$ cat src/rtl/ascon_core.sv
// rtl/ascon_core.sv - AXI4-Lite mapped ASCON permutation engine running one round per clock.
// Software loads x0..x4, writes START with a round count, and polls DONE or waits for irq.
module ascon_core #(
  parameter int C_S00_AXI_DATA_WIDTH = 32,
  parameter int C_S00_AXI_ADDR_WIDTH = 7,
  parameter bit C_IRQ_ACTIVE_STATE   = 1'b1
) (
  input  logic                              s00_axi_aclk,
  input  logic                              s00_axi_aresetn,
  input  logic [C_S00_AXI_ADDR_WIDTH-1:0]   s00_axi_awaddr,
  input  logic [2:0]                        s00_axi_awprot,
  input  logic                              s00_axi_awvalid,
  output logic                              s00_axi_awready,
  input  logic [C_S00_AXI_DATA_WIDTH-1:0]   s00_axi_wdata,
  input  logic [C_S00_AXI_DATA_WIDTH/8-1:0] s00_axi_wstrb,
  input  logic                              s00_axi_wvalid,
  output logic                              s00_axi_wready,
  output logic [1:0]                        s00_axi_bresp,
  output logic                              s00_axi_bvalid,
  input  logic                              s00_axi_bready,
  input  logic [C_S00_AXI_ADDR_WIDTH-1:0]   s00_axi_araddr,
  input  logic [2:0]                        s00_axi_arprot,
  input  logic                              s00_axi_arvalid,
  output logic                              s00_axi_arready,
  output logic [C_S00_AXI_DATA_WIDTH-1:0]   s00_axi_rdata,
  output logic [1:0]                        s00_axi_rresp,
  output logic                              s00_axi_rvalid,
  input  logic                              s00_axi_rready,
  output logic                              irq
);

  localparam int WW = C_S00_AXI_ADDR_WIDTH - 2;

  logic            aw_held_q, aw_held_d;
  logic [WW-1:0]   aw_word_q, aw_word_d;
  logic            w_held_q, w_held_d;
  logic [31:0]     wdata_q, wdata_d;
  logic [3:0]      wstrb_q, wstrb_d;
  logic            bvalid_q, bvalid_d;
  logic            awready_q, awready_d;
  logic            wready_q, wready_d;
  logic            arready_q, arready_d;
  logic            rvalid_q, rvalid_d;
  logic [31:0]     rdata_q, rdata_d;
  logic            irq_en_q, irq_en_d;
  logic [3:0]      nrounds_q, nrounds_d;
  logic            busy_q, busy_d;
  logic            done_q, done_d;
  logic [3:0]      round_q, round_d;
  logic [4:0][63:0] x_q, x_d;

  logic            wr_en;
  logic [31:0]     wmask;
  logic [31:0]     wr_old;
  logic [31:0]     wr_val;
  logic [WW-1:0]   wr_sel;
  logic            start_req;
  logic            done_clr;
  logic [3:0]      n_eff;

  function automatic logic [63:0] ror64(input logic [63:0] v, input int unsigned n);
    return (v >> n) | (v << (64 - n));
  endfunction

  function automatic logic [4:0][63:0] ascon_round(input logic [4:0][63:0] s, input logic [3:0] r);
    logic [4:0][63:0] x;
    logic [4:0][63:0] t;
    x = s;
    x[2][7:0] = x[2][7:0] ^ (8'hF0 - 8'(r) * 8'h0F);
    x[0] = x[0] ^ x[4];
    x[4] = x[4] ^ x[3];
    x[2] = x[2] ^ x[1];
    for (int i = 0; i < 5; i++) t[i] = ~x[i] & x[(i + 1) % 5];
    for (int i = 0; i < 5; i++) x[i] = x[i] ^ t[(i + 1) % 5];
    x[1] = x[1] ^ x[0];
    x[0] = x[0] ^ x[4];
    x[3] = x[3] ^ x[2];
    x[2] = ~x[2];
    x[0] = x[0] ^ ror64(x[0], 19) ^ ror64(x[0], 28);
    x[1] = x[1] ^ ror64(x[1], 61) ^ ror64(x[1], 39);
    x[2] = x[2] ^ ror64(x[2], 1)  ^ ror64(x[2], 6);
    x[3] = x[3] ^ ror64(x[3], 10) ^ ror64(x[3], 17);
    x[4] = x[4] ^ ror64(x[4], 7)  ^ ror64(x[4], 41);
    return x;
  endfunction

  // Word 2..11 maps to x[(w-2)/2], low half on even offsets.
  function automatic logic [31:0] reg_read(input logic [WW-1:0] w, input logic ien,
                                           input logic [3:0] nr, input logic bsy,
                                           input logic dn, input logic [4:0][63:0] x);
    logic [WW-1:0] sel;
    logic [31:0]   v;
    v   = '0;
    sel = w - WW'(2);
    if (w == WW'(0))       v = {20'd0, nr, 6'd0, ien, 1'b0};
    else if (w == WW'(1))  v = {30'd0, dn, bsy};
    else if (w <= WW'(11)) v = sel[0] ? x[3'(sel >> 1)][63:32] : x[3'(sel >> 1)][31:0];
    return v;
  endfunction

  always_comb begin
    aw_held_d = aw_held_q;
    aw_word_d = aw_word_q;
    w_held_d  = w_held_q;
    wdata_d   = wdata_q;
    wstrb_d   = wstrb_q;
    bvalid_d  = bvalid_q;
    rvalid_d  = rvalid_q;
    rdata_d   = rdata_q;
    irq_en_d  = irq_en_q;
    nrounds_d = nrounds_q;
    busy_d    = busy_q;
    done_d    = done_q;
    round_d   = round_q;
    x_d       = x_q;
    start_req = 1'b0;
    done_clr  = 1'b0;

    wr_en  = aw_held_q && w_held_q && !bvalid_q;
    wmask  = {{8{wstrb_q[3]}}, {8{wstrb_q[2]}}, {8{wstrb_q[1]}}, {8{wstrb_q[0]}}};
    wr_old = reg_read(aw_word_q, irq_en_q, nrounds_q, busy_q, done_q, x_q);
    wr_val = (wr_old & ~wmask) | (wdata_q & wmask);
    wr_sel = aw_word_q - WW'(2);

    if (awready_q && s00_axi_awvalid) begin
      aw_held_d = 1'b1;
      aw_word_d = s00_axi_awaddr[C_S00_AXI_ADDR_WIDTH-1:2];
    end
    if (wready_q && s00_axi_wvalid) begin
      w_held_d = 1'b1;
      wdata_d  = s00_axi_wdata;
      wstrb_d  = s00_axi_wstrb;
    end

    if (wr_en) begin
      bvalid_d = 1'b1;
      if (aw_word_q == WW'(0)) begin
        irq_en_d  = wr_val[1];
        nrounds_d = wr_val[11:8];
        start_req = wstrb_q[0] & wdata_q[0];
      end else if (aw_word_q == WW'(1)) begin
        done_clr = wstrb_q[0] & wdata_q[1];
      end else if (aw_word_q <= WW'(11) && !busy_q) begin
        if (wr_sel[0]) x_d[3'(wr_sel >> 1)][63:32] = wr_val;
        else           x_d[3'(wr_sel >> 1)][31:0]  = wr_val;
      end
    end
    if (bvalid_q && s00_axi_bready) begin
      bvalid_d = 1'b0;
      aw_held_d = 1'b0;
      w_held_d  = 1'b0;
    end
    awready_d = !aw_held_d && !bvalid_d;
    wready_d  = !w_held_d && !bvalid_d;

    if (arready_q && s00_axi_arvalid) begin
      rvalid_d = 1'b1;
      rdata_d  = reg_read(s00_axi_araddr[C_S00_AXI_ADDR_WIDTH-1:2], irq_en_q, nrounds_q,
                          busy_q, done_q, x_q);
    end else if (rvalid_q && s00_axi_rready) begin
      rvalid_d = 1'b0;
    end
    arready_d = !rvalid_d;

    // The round count comes from the same CTRL write that carries START.
    n_eff = (nrounds_d == 4'd0 || nrounds_d > 4'd12) ? 4'd12 : nrounds_d;
    if (done_clr) done_d = 1'b0;
    if (start_req && !busy_q) begin
      busy_d  = 1'b1;
      done_d  = 1'b0;
      round_d = 4'd12 - n_eff;
    end
    // Completion is evaluated last so a same-cycle DONE clear loses.
    if (busy_q) begin
      x_d     = ascon_round(x_q, round_q);
      round_d = round_q + 4'd1;
      if (round_q == 4'd11) begin
        busy_d = 1'b0;
        done_d = 1'b1;
      end
    end
  end

  always_ff @(posedge s00_axi_aclk) begin
    if (!s00_axi_aresetn) begin
      aw_held_q <= 1'b0;
      aw_word_q <= '0;
      w_held_q  <= 1'b0;
      wdata_q   <= '0;
      wstrb_q   <= '0;
      bvalid_q  <= 1'b0;
      awready_q <= 1'b0;
      wready_q  <= 1'b0;
      arready_q <= 1'b0;
      rvalid_q  <= 1'b0;
      rdata_q   <= '0;
      irq_en_q  <= 1'b0;
      nrounds_q <= '0;
      busy_q    <= 1'b0;
      done_q    <= 1'b0;
      round_q   <= '0;
      x_q       <= '0;
    end else begin
      aw_held_q <= aw_held_d;
      aw_word_q <= aw_word_d;
      w_held_q  <= w_held_d;
      wdata_q   <= wdata_d;
      wstrb_q   <= wstrb_d;
      bvalid_q  <= bvalid_d;
      awready_q <= awready_d;
      wready_q  <= wready_d;
      arready_q <= arready_d;
      rvalid_q  <= rvalid_d;
      rdata_q   <= rdata_d;
      irq_en_q  <= irq_en_d;
      nrounds_q <= nrounds_d;
      busy_q    <= busy_d;
      done_q    <= done_d;
      round_q   <= round_d;
      x_q       <= x_d;
    end
  end

  assign s00_axi_awready = awready_q;
  assign s00_axi_wready  = wready_q;
  assign s00_axi_bvalid  = bvalid_q;
  assign s00_axi_bresp   = 2'b00;
  assign s00_axi_arready = arready_q;
  assign s00_axi_rvalid  = rvalid_q;
  assign s00_axi_rdata   = rdata_q;
  assign s00_axi_rresp   = 2'b00;
  assign irq = C_IRQ_ACTIVE_STATE ? (done_q & irq_en_q) : ~(done_q & irq_en_q);

  logic unused_ok;
  assign unused_ok = ^{s00_axi_awprot, s00_axi_arprot, s00_axi_awaddr[1:0], s00_axi_araddr[1:0]};

endmodule

$ cat config.mk
export PLATFORM = sky130hd
export DESIGN_NAME = ascon_core
export DESIGN_NICKNAME = d
export VERILOG_FILES = /design/src/rtl/ascon_core.sv
export SDC_FILE = /design/constraint.sdc
export NUM_CORES = 2
export LEC_CHECK = 0
export ABC_AREA = 1
export BUFFER_PORTS_ARGS = -buffer_cell sky130_fd_sc_hd__buf_2
export CORE_UTILIZATION = 55
export CTS_BUF_LIST = sky130_fd_sc_hd__clkbuf_16
export DETAILED_ROUTE_END_ITERATION = 6
export HOLD_SLACK_MARGIN = 0.08
export PLACE_DENSITY = 0.72
export SLEW_MARGIN = 20
export SYNTH_ARGS = -nofsm -noshare
export SYNTH_HDL_FRONTEND = slang
export SYNTH_SLANG_ARGS = --single-unit
$ cat constraint.sdc
create_clock -name s00_axi_aclk -period 10.73 [get_ports s00_axi_aclk]
set_input_delay 3.219 -clock s00_axi_aclk [delete_from_list [all_inputs] [get_ports s00_axi_aclk]]
set_output_delay 3.219 -clock s00_axi_aclk [all_outputs]
set_load 0.03 [all_outputs]
==> reports/metrics.cfg <==
[run_status]
outcome = finished, violations left
violations = design-rule violations

[power_and_ir_drop]
p_leak_nw = 16.36
peakVddDrop_mv = 0.1342
power_density_mw_per_mm2 = 99.49

[worst_setup_path]
start_kind = primary input
arrival_ns = 7.96
path_cells = buf_4 > inv_2 > ha_1 > buf_4 > clkinv_1 > buf_4 > o21ai_0 > nand2_1 > a21oi_1
crit_type = in -> reg
slowest_stage = clkinv_1
worst_path_dominant_cell_family = buffers and inverters
crit_path_frequent_cell = buf_4
cp_num_buf_inv = 5
required_ns = 11.31
crit_path_max_incr_delay_ns = 1.23
cp-end-kind = flip-flop
path_max_fanout = 38

[die]
ios = 105
core_sq_mm = 0.07136
dieArea_sq_mm = 0.07313
die_height_um = 270.4
die_w_um = 270.4
initial_core_util = 0.5553
row_count = 98

[timing]
setup_viol = 0
final-max-slew-violation-count = 0
period_needed_ns = 7.380
holdWs_ns = 0.4682
tightestPinTransition_ns = 1.428
skew_ns = 0.03828
fin_crit_sh = 0.6878
relSlewSlack = 0.04475
finalHoldViolations = 0
fmax_mhz = 135.5
grt_setup_unrepaired = no
tns_ns = 0

[global_routing]
grt_use_met3 = 0.3220
grt_pass1_wl_um = 300500
overflow = 0
grt_pass1_vias = 39580
grt_use_met1 = 0.6852
grt_use_total = 0.5815
met2_usage = 0.7576
grt_max_degree = 192
antenna_found_initial = 19
grt-busiest-layer = met2

[synth]
ys_seq_area_frac = 0.2076
synthDominantCellAreaShare = 0.2076
ys_warn_count = 0
synthCells = 5907
synth-seq-cells = 411
synth_top_area_cell = dfxtp_1
synth.distinct_cells = 54
synthTopCellsByArea = dfxtp_1 21%, nand2_1 11%, xor2_1 9.2%
syn_area_per_cell_sq_um = 6.709
syn_area_sq_mm = 0.03963

[clocking]
h-tree-depth = 2
numCtsBuffers = 52
cts_tree = yes
cts-root-buf = clkbuf_16
cts_hold_buffers = 0
clkTransAtPathRegs_ns = 0.06
clock-sinks = 411
cts_resized = 0
clkLatencyLatePin_ns = 0.67
clockBufferDepth = 3
post-cts-setup-buffer-count = 0

[route]
routedWlPerCell_um = 32.26
drc_errors = 74
route.vias.total = 45160
drtIter0Drc = 8447
drtAntennaViolNets = 0
routed_via_density = 6.625
dr.pass1.iters = 7
wirelength_um = 219900

[hold_path]
min-delay-path-class = reg -> reg

[final_layout]
drive_gt1_frac = 0.1117
fin_nets = 6040
area.growth.synth_to_final_pct = 7.552

[placed_design]
dp_hpwl_um = 152500
io_buffers = 90
place_congestion = 1.149

[job]
cap_violations = 0

==> routing by layer <==
metal	share of wire	up-vias
li1	-	19200
met1	0.34	20750
met2	0.36	4061
met3	0.19	1132
met4	0.10	18
met5	0.00061	-
==> path summary, 6_finish.rpt <==
check	start	end	slack (ns)	cells after the start
max	s00_axi_araddr[3]	s00_axi_rdata[31]	3.35	9
min	s00_axi_rdata[0]	s00_axi_rdata[0]	0.47	2
max reg2reg	aw_word_q[1]	x_q[117]	4.65	18
min reg2reg	s00_axi_rdata[0]	s00_axi_rdata[0]	0.47	2
==> sequential cells by signal, indices dropped and copies added (netlist names) <==
| register | count |
|---|---|
| s00_axi_bvalid | 1 |
| w_held_q | 1 |
| wstrb_q | 4 |
| busy_q | 1 |
| x_q | 320 |
| irq_en_q | 1 |
| done_q | 1 |
| aw_held_q | 1 |
| aw_word_q | 5 |
| s00_axi_awready | 1 |
| nrounds_q | 4 |
| s00_axi_rvalid | 1 |
| round_q | 4 |
| s00_axi_arready | 1 |
| s00_axi_rdata | 32 |
| wdata_q | 32 |
| s00_axi_wready | 1 |
==> worst min-delay path, cell delays in order, from the launching register on <==
cell and delay, ns:
dfxtp_1 0.31, nand2_1 0.06, a21oi_1 0.05
==> layout by cell type, fill, tap and decap left out, types with 4 or more instances in the layout <==
cell type	count
nand2_1	1148
xnor2_2	85
buf_2	87
nor2_1	406
or2_0	6
or2_2	72
xnor2_1	350
clkbuf_16	54
dfxtp_1	409
a221oi_1	9
a21oi_1	575
ha_1	153
inv_1	452
xnor2_4	7
o221ai_1	53
inv_2	43
o211ai_1	10
clkinv_2	15
diode_2	5
bufinv_16	5
xor2_2	62
buf_4	99
conb_1	4
nor2_4	4
nor3_1	19
fa_1	4
a31oi_1	151
o21ai_1	76
nand3_1	254
clkinv_1	15
nand2_2	15
o21ai_0	661
o22ai_1	14
nor2_2	46
nor3_4	11
a211oi_1	4
xor2_1	406
o21ai_2	26
o31ai_1	18
==> kinds of logic after synthesis <==
kind of cell | count (synthesis) | synth area share
simple gates | 1992 | 0.2103
compound gates | 1602 | 0.2185
xor+xnor | 913 | 0.2295
buf+inv | 831 | 0.08361
flops | 411 | 0.2076
fa+ha+maj | 157 | 0.05033
other cells | 1 | 0.00009463
==> Yosys cell counts, drive strengths merged <==
cell	n
nand2	1165
o21ai	763
a21oi	575
inv	492
xor2	471
nor2	456
xnor2	442
dfxtp	411
nand3	256
clkbuf	232
ha	153
a31oi	151
buf	104
or2	80
o221ai	53
nor3	30
o31ai	18
o22ai	14
o211ai	10
a221oi	9
a211oi	4
fa	4
clkinv	3
a21boi	2
and2	2
nand4	2
a21o	1
conb	1
nand3b	1
o21a	1
o21bai	1
==> final cells by class <==
cell class | count | area, sq um
clock buffer | 54 | 1351
multi-input combinational | 4668 | 28340
tap | 950 | 1189
sequential | 411 | 8235
timing repair buffer | 192 | 1291
fill | 7206 | 28740
antenna | 5 | 12.51
inverter | 495 | 1871
clock inverter | 42 | 329.1
==> power breakdown <==
part	switching (mW)	internal [mW]	leakage [nW]	total, mW
clock	0.833	1.02	0.866	1.86
sequential	0.0153	1.54	3.32	1.56
combinational	0.647	0.177	12.2	0.825
total	1.50	2.74	16.4	4.24
==> through the flow <==
stage                     cell area [sq um]  std cells    util  power [mW]  setup slack (ns)
after global placement                40740       6714  0.5708       2.346             3.183
after CTS                             42430       6810  0.5946       4.146             3.792
after floorplan                       39640       5910       -       2.051             4.998
final                                 42620       6817  0.5972       4.240             3.350
after global routing                  42610       6812  0.5971       4.273             3.623
after detailed placement              40750       6714  0.5710       2.352             3.114
Note: power is estimated with default switching activity, not from simulation.
